## config.mk

```make
export PLATFORM = sky130hd
export DESIGN_NAME = mem_bus_arbiter
export DESIGN_NICKNAME = d
export VERILOG_FILES = /design/src/rtl/mem_bus_arbiter.sv
export SDC_FILE = /design/constraint.sdc
export NUM_CORES = 1
export LEC_CHECK = 0
export BUFFER_PORTS_ARGS = -buffer_cell sky130_fd_sc_hd__buf_2
export CELL_PAD_IN_SITES_DETAIL_PLACEMENT = 1
export CELL_PAD_IN_SITES_GLOBAL_PLACEMENT = 2
export CORE_MARGIN = 2
export CORE_UTILIZATION = 20
export DETAILED_ROUTE_END_ITERATION = 6
export GPL_TIMING_DRIVEN = 0
export MAX_ROUTING_LAYER = met4
export PLACE_DENSITY_LB_ADDON = 0.05
export SLEW_MARGIN = 30
export SYNTH_ARGS = -nofsm -noshare
export SYNTH_HDL_FRONTEND = slang
export SYNTH_SLANG_ARGS = --single-unit
```

## constraint.sdc

```tcl
create_clock -name clk -period 1.8 [get_ports clk]
set_clock_uncertainty 0.15 [all_clocks]
set_input_delay 0.09 -clock clk [delete_from_list [all_inputs] [get_ports clk]]
set_output_delay 0.09 -clock clk [all_outputs]
set_load 0.05 [all_outputs]
```

## src/rtl/mem_bus_arbiter.sv

```systemverilog
// mem_bus_arbiter: shares one SRAM-like bus between the instruction-fetch and
// data sides. One transaction in flight at a time (IDLE -> ADDR -> DATA).
// Optional build macro ARB_ROUND_ROBIN_EN: ties go to the side not served
// last instead of the fixed DATA_FIRST priority.
module mem_bus_arbiter #(
  parameter int unsigned ADDR_W     = 32,
  parameter int unsigned DATA_W     = 32,
  parameter bit          DATA_FIRST = 1'b1
) (
  input  logic              clk,
  input  logic              rst,
  // instruction side
  input  logic              inst_req,
  input  logic [ADDR_W-1:0] inst_addr,
  output logic              inst_addr_ok,
  output logic              inst_data_ok,
  output logic [DATA_W-1:0] inst_rdata,
  // data side
  input  logic              data_req,
  input  logic              data_wr,
  input  logic [1:0]        data_size,
  input  logic [ADDR_W-1:0] data_addr,
  input  logic [DATA_W-1:0] data_wdata,
  output logic              data_addr_ok,
  output logic              data_data_ok,
  output logic [DATA_W-1:0] data_rdata,
  // shared bus
  output logic              bus_req,
  output logic              bus_wr,
  output logic [1:0]        bus_size,
  output logic [ADDR_W-1:0] bus_addr,
  output logic [DATA_W-1:0] bus_wdata,
  input  logic              bus_addr_ok,
  input  logic              bus_data_ok,
  input  logic [DATA_W-1:0] bus_rdata,
  output logic              busy
);

  typedef enum logic [1:0] {
    IDLE = 2'd0,
    ADDR = 2'd1,
    DATA = 2'd2
  } state_e;

  localparam logic [1:0] SIZE_WORD = 2'd2;

  state_e              state_q, state_d;
  logic                own_q,   own_d;     // 0 = instruction side, 1 = data side
  logic [ADDR_W-1:0]   addr_q,  addr_d;
  logic                wr_q,    wr_d;
  logic [1:0]          size_q,  size_d;
  logic [DATA_W-1:0]   wdata_q, wdata_d;

  logic                tie_data_c;
  logic                grant_inst_c;
  logic                grant_data_c;
  logic                complete_c;

`ifdef ARB_ROUND_ROBIN_EN
  logic                last_q, last_d;     // side served last: 0 = inst, 1 = data

  // Tie goes to whichever side was not served last
  always_comb begin
    tie_data_c = ~last_q;
  end

  // Track the side of each grant
  always_comb begin
    last_d = last_q;
    if (grant_data_c) begin
      last_d = 1'b1;
    end else if (grant_inst_c) begin
      last_d = 1'b0;
    end
  end

  // Last-served register; resets to "data served last" so inst wins first tie
  always_ff @(posedge clk) begin
    if (rst) begin
      last_q <= 1'b1;
    end else begin
      last_q <= last_d;
    end
  end
`else
  // Fixed tie-break
  always_comb begin
    tie_data_c = DATA_FIRST;
  end
`endif

  // Winner selection: only from IDLE and never while reset is asserted
  always_comb begin
    grant_inst_c = 1'b0;
    grant_data_c = 1'b0;
    if (!rst && (state_q == IDLE)) begin
      if (inst_req && data_req) begin
        grant_data_c = tie_data_c;
        grant_inst_c = ~tie_data_c;
      end else begin
        grant_data_c = data_req;
        grant_inst_c = inst_req;
      end
    end
  end

  // Next-state and captured-request logic
  always_comb begin
    state_d = state_q;
    own_d   = own_q;
    addr_d  = addr_q;
    wr_d    = wr_q;
    size_d  = size_q;
    wdata_d = wdata_q;
    case (state_q)
      IDLE: begin
        if (grant_data_c) begin
          own_d   = 1'b1;
          addr_d  = data_addr;
          wr_d    = data_wr;
          size_d  = data_size;
          wdata_d = data_wdata;
          state_d = ADDR;
        end else if (grant_inst_c) begin
          own_d   = 1'b0;
          addr_d  = inst_addr;
          wr_d    = 1'b0;
          size_d  = SIZE_WORD;
          wdata_d = '0;
          state_d = ADDR;
        end
      end
      ADDR: begin
        if (bus_addr_ok) begin
          state_d = DATA;
        end
      end
      DATA: begin
        if (bus_data_ok) begin
          state_d = IDLE;
        end
      end
      default: begin
        state_d = IDLE;
      end
    endcase
  end

  // State and captured fields; reset abandons any transaction in flight
  always_ff @(posedge clk) begin
    if (rst) begin
      state_q <= IDLE;
      own_q   <= 1'b0;
      addr_q  <= '0;
      wr_q    <= 1'b0;
      size_q  <= 2'd0;
      wdata_q <= '0;
    end else begin
      state_q <= state_d;
      own_q   <= own_d;
      addr_q  <= addr_d;
      wr_q    <= wr_d;
      size_q  <= size_d;
      wdata_q <= wdata_d;
    end
  end

  // Completion is only honoured in DATA and suppressed during reset
  always_comb begin
    complete_c = !rst && (state_q == DATA) && bus_data_ok;
  end

  // Handshake and bus outputs
  always_comb begin
    inst_addr_ok = grant_inst_c;
    data_addr_ok = grant_data_c;
    inst_data_ok = complete_c && !own_q;
    data_data_ok = complete_c && own_q;
    inst_rdata   = bus_rdata;
    data_rdata   = bus_rdata;
    bus_req      = (state_q == ADDR);
    bus_wr       = wr_q;
    bus_size     = size_q;
    bus_addr     = addr_q;
    bus_wdata    = wdata_q;
    busy         = (state_q != IDLE);
  end

endmodule

```

[Word-level counts from Yosys, hierarchy flattened]
Cells that the tools add are included.
Storage, ports and cells
  register bits after elaboration: 70
  bits of input ports: 137
Cells by class
  equality and inequality tests: 5
  muxes and demuxes: 18
  reduce and logical (&&, ||, !) cells: 13
Operators with widths (count)
  32-bit two-way mux: 4
  2-bit two-way mux: 6
  1-bit two-way mux: 7
  1-bit logical AND: 6
  2-bit one-hot mux with 3 select lines: 1
  2-bit nonzero test: 2
  3-bit != test, second input constant: 1
  3-bit AND reduction: 1
  2-bit by 1-bit == test with 1-bit output, second input constant: 1
  2-bit == test, second input constant: 1
  1-bit zero test: 2
  2-bit zero test: 1
  2-bit by 1-bit != test with 1-bit output, second input constant: 1
  2-bit != test, second input constant: 1
  2-bit AND reduction: 1

[Longest topological paths before layout]
  depth after elaboration: 6
  depth in mapped cells: 6
  depth with buffers taken out: 4

[Worst setup path after synthesis]
OpenSTA, ideal clock, no wires.
  kind: reg2out
  start: register state_q[0]
  end: output inst_addr_ok
  arrival time: 2.292 ns
  required time: 1.560 ns
  slack: -0.732 ns
  cell stages (with the launch flop): 6
  buffers on the path: 2
  path through: dfxtp_1 buf_6 nor2_8 inv_2 buf_6 nor4_1
Between the ends
  word-level cells in the longest chain between the ends: 3
RTL lines
  start: declaration: line 47  | state_e state_q, state_d;
  start signal: assignment: line 159  | state_q <= state_d;
  2-bit zero test: line 96  | if (!rst && (state_q == IDLE)) begin
  1-bit logical AND: line 96
  1-bit two-way mux: line 96
  end: declaration: line 15  | output logic inst_addr_ok,
Every way passes these cells.

[Worst setup path after layout]
Ends and elaborated chain as after synthesis.

==> flow_summary_export.csv <==
group,metric,value,unit
run_status,outcome,"finished, final reports clean",
synth,syn_inst,388,
clock_tree,cts.clk_slew.worst_paths,0.05,ns
critical_path,regToRegSetupSlack,0.22,ns
drt,viasPerCell,4.15,
power,p_per_area,927,nW/um2
synth,synth_edf_count,0,
run,max_cap_violations,0,
sta,clock.fmax,0.577,GHz
cells_and_area,layout.nets,852,
critical_path,r2r_start,"state_q[0]$_SDFFE_PP0P_",
die,ioPinCount,274,
min_path,whs_path_depth,3,
critical_path,critPathLaunchType,"register",
critical_path,cp.arrival,1.49,ns
grt,grt_pass1_wl,20.5,mm
clock_tree,cts_root_buf,"clkbuf_16",
sta,relSlewSlack,57.4,%
cells_and_area,drive_above_1_share,48.3,%
power,finalPower,5.52,mW
drt,drtPass1Iterations,4,
clock_tree,clockBufferDepth,2,
place,dp_cells,847,
power,ir_drop,0.000386,V
drt,wl_per_cell,14.0,um
clock_tree,htreeDepth,3,
synth,yosysWarnings,0,
critical_path,worstSetupPathType,"reg2out",
synth,synth_seq_cells,70,
synth,async_reset_ff_share,0,%
sta,min_period,1.73,ns
synth,yosys.area.top_type_share,41.7,%
synth,netlist_top_cells_count,"dfxtp_1 (70), buf_4 (66), a21oi_1 (36), inv_1 (36), nand2_1 (35)",
grt,grt_max_degree,12,
critical_path,endpoint_kind,"output pin",
clock_tree,clock_latency,0.33,ns
grt,antenna_found_initial,0,
synth,yosysTopAreaCell,"dfxtp_1",
synth,synth.most_common_cell,"dfxtp_1",
grt,grt_overflow,0,
drt,vias,3898,
sta,setup_viol,0,
cells_and_area,final_cells,940,
sta,drv_slew,0,
cells_and_area,diodes,0,
synth,ys_seq_area_share,41.7,%
drt,drc,0,
grt,grtUsageTotal,14.9,%
power,p_leak,2.87,nW
cells_and_area,final_cell_area,5950,um2
sta,min_period_over_period,96.3,%
clock_tree,tritoncts,"done",
sta,hold_viol,0,
clock_tree,numCtsBuffers,9,
cells_and_area,areaGrowthSynthToFinish,77.1,%
min_path,whs_endpoint,"bus_addr[14]$_SDFFE_PP0P_",
critical_path,cp_max_fo,10,
sta,tightest_slew,0.639,ns
drt,ant_nets,0,
min_path,hold_class,"in2reg",
place,placed_area,4850,um2
min_path,min-delay-start,"inst_addr[14]",
die,die_area,17900,um2
clock_tree,cts_sinks,70,
synth,synth_nets,525,
synth,ys.flop_type,"dfxtp_1",
die,placeableCoreArea,16500,um2
critical_path,reg2reg_to,"bus_addr[26]$_SDFFE_PP0P_",
drt,drt_wl_total,13.1,mm
sta,rsz0062_at_grt,"false",
die,die_x,134,um
critical_path,r2r_cells,5,
place,portBuffers,239,
die,start_util,20.3,%
critical_path,critPathRequiredTime,1.56,ns
place,globalplace.congestion,0.702,
cells_and_area,fin_util,36.0,%
die,die_h,134,um
synth,ys_types,26,
synth,syn_area,3360,um2
drt,drtIter0Drc,71,
die,std_cell_rows,47,
synth,synth.avg_cell_area,8.66,um2
place,dpl.hpwl,9.79,mm
cells_and_area,nFillCells,2039,
grt,grt_pass1_vias,4062,
synth,synthTopCellsByArea,"dfxtp_1 (42%), buf_4 (15%), a221oi_1 (8.3%), o22ai_1 (6.0%), a21oi_1 (5.4%)",
[routing by layer]
metal	part of all wire, %	wire length, um	track usage, %	vias up
li1	-	-	-	1952
met1	42	5520	16.8	1806
met2	51	6670	26.1	127
met3	5.8	767	3.08	13
met4	1.3	166	5.02	0
met5	0	0	-	-
[power breakdown]
part	internal [mW]	switching, mW
Clock	1.25	0.663
Combinational	0.623	1.23
Sequential	1.69	0.0639
[critical path, stage by stage (launching register included)]
cell     delay (ns)
dfxtp_1        0.30
buf_6          0.14
nor2_8         0.11
inv_4          0.08
buf_6          0.14
nor4_2         0.13
buf_4          0.24
[placed cells by master, fill, tap and decap left out, types with 2 or more instances in the layout]
| master | n |
|---|---|
| buf_2 | 241 |
| dlygate4sd3_1 | 76 |
| dfxtp_1 | 69 |
| buf_4 | 68 |
| inv_1 | 36 |
| a21oi_1 | 36 |
| nand2_1 | 35 |
| o22ai_1 | 32 |
| a221oi_1 | 32 |
| o21ai_0 | 30 |
| clkbuf_1 | 14 |
| buf_6 | 14 |
| clkbuf_16 | 9 |
| o21ai_1 | 5 |
| nor2_1 | 2 |
| clkinv_2 | 2 |
| bufinv_16 | 2 |
[stage by stage]
step,hold slack (ns),setup WS (ns),TNS (ns)
global route,0.0205,0.00478,0
detailed placement,0.178,0.158,0
floorplan,0.0617,-0.139,-0.139
CTS,0.000430,0.0164,0
global placement,0.178,0.154,0
finish,0.000514,0.0664,0
[sequential cells by signal, summed over array words and instances, names as in the netlist]
| register | cells |
|---|---|
| bus_wr | 1 |
| own_q | 1 |
| bus_wdata | 32 |
| bus_addr | 32 |
| state_q | 2 |
| bus_size | 2 |
[kinds of logic after synthesis]
group                  after synthesis  share of synthesized area (%)
AO/OA/AOI/OAI                      138                           26.1
buffers and inverters              132                           25.0
flip-flops                          70                           41.7
AND/OR/NAND/NOR                     48                           7.29
[area by class of cell]
class	count	area (um2)	area share, %
flip-flops and latches	70	1400	23.6
multi-input cells	186	1140	19.1
repair buffers	316	1970	33.1
inverters	37	141	2.37
well taps	220	275	4.62
clock inverters	4	70.1	1.18
plain buffers	95	707	11.9
clock buffers	12	246	4.14
[what timing repair did]
action                                  4_1_cts  5_1_grt
hold buffers                                 76        0
hold endpoints to repair                     61        0
pin swaps                                     1        0
buffers inserted                              1        0
endpoints found under the setup margin        3        2
resized for setup                             4        3
gates cloned                                  0        0
[worst max-delay path by stage]
stage                     slack [ns]                     from           end
final                           0.07  state_q[0]$_SDFFE_PP0P_  inst_addr_ok
after global routing           0.005  state_q[0]$_SDFFE_PP0P_  inst_addr_ok
after CTS                       0.02  state_q[0]$_SDFFE_PP0P_  inst_addr_ok
after detailed placement        0.16  state_q[0]$_SDFFE_PP0P_  data_addr_ok
after global placement          0.15  state_q[0]$_SDFFE_PP0P_  data_addr_ok
after floorplan                -0.14  state_q[0]$_SDFFE_PP0P_  inst_addr_ok
No activity file was read; power rests on OpenSTA's default activity.
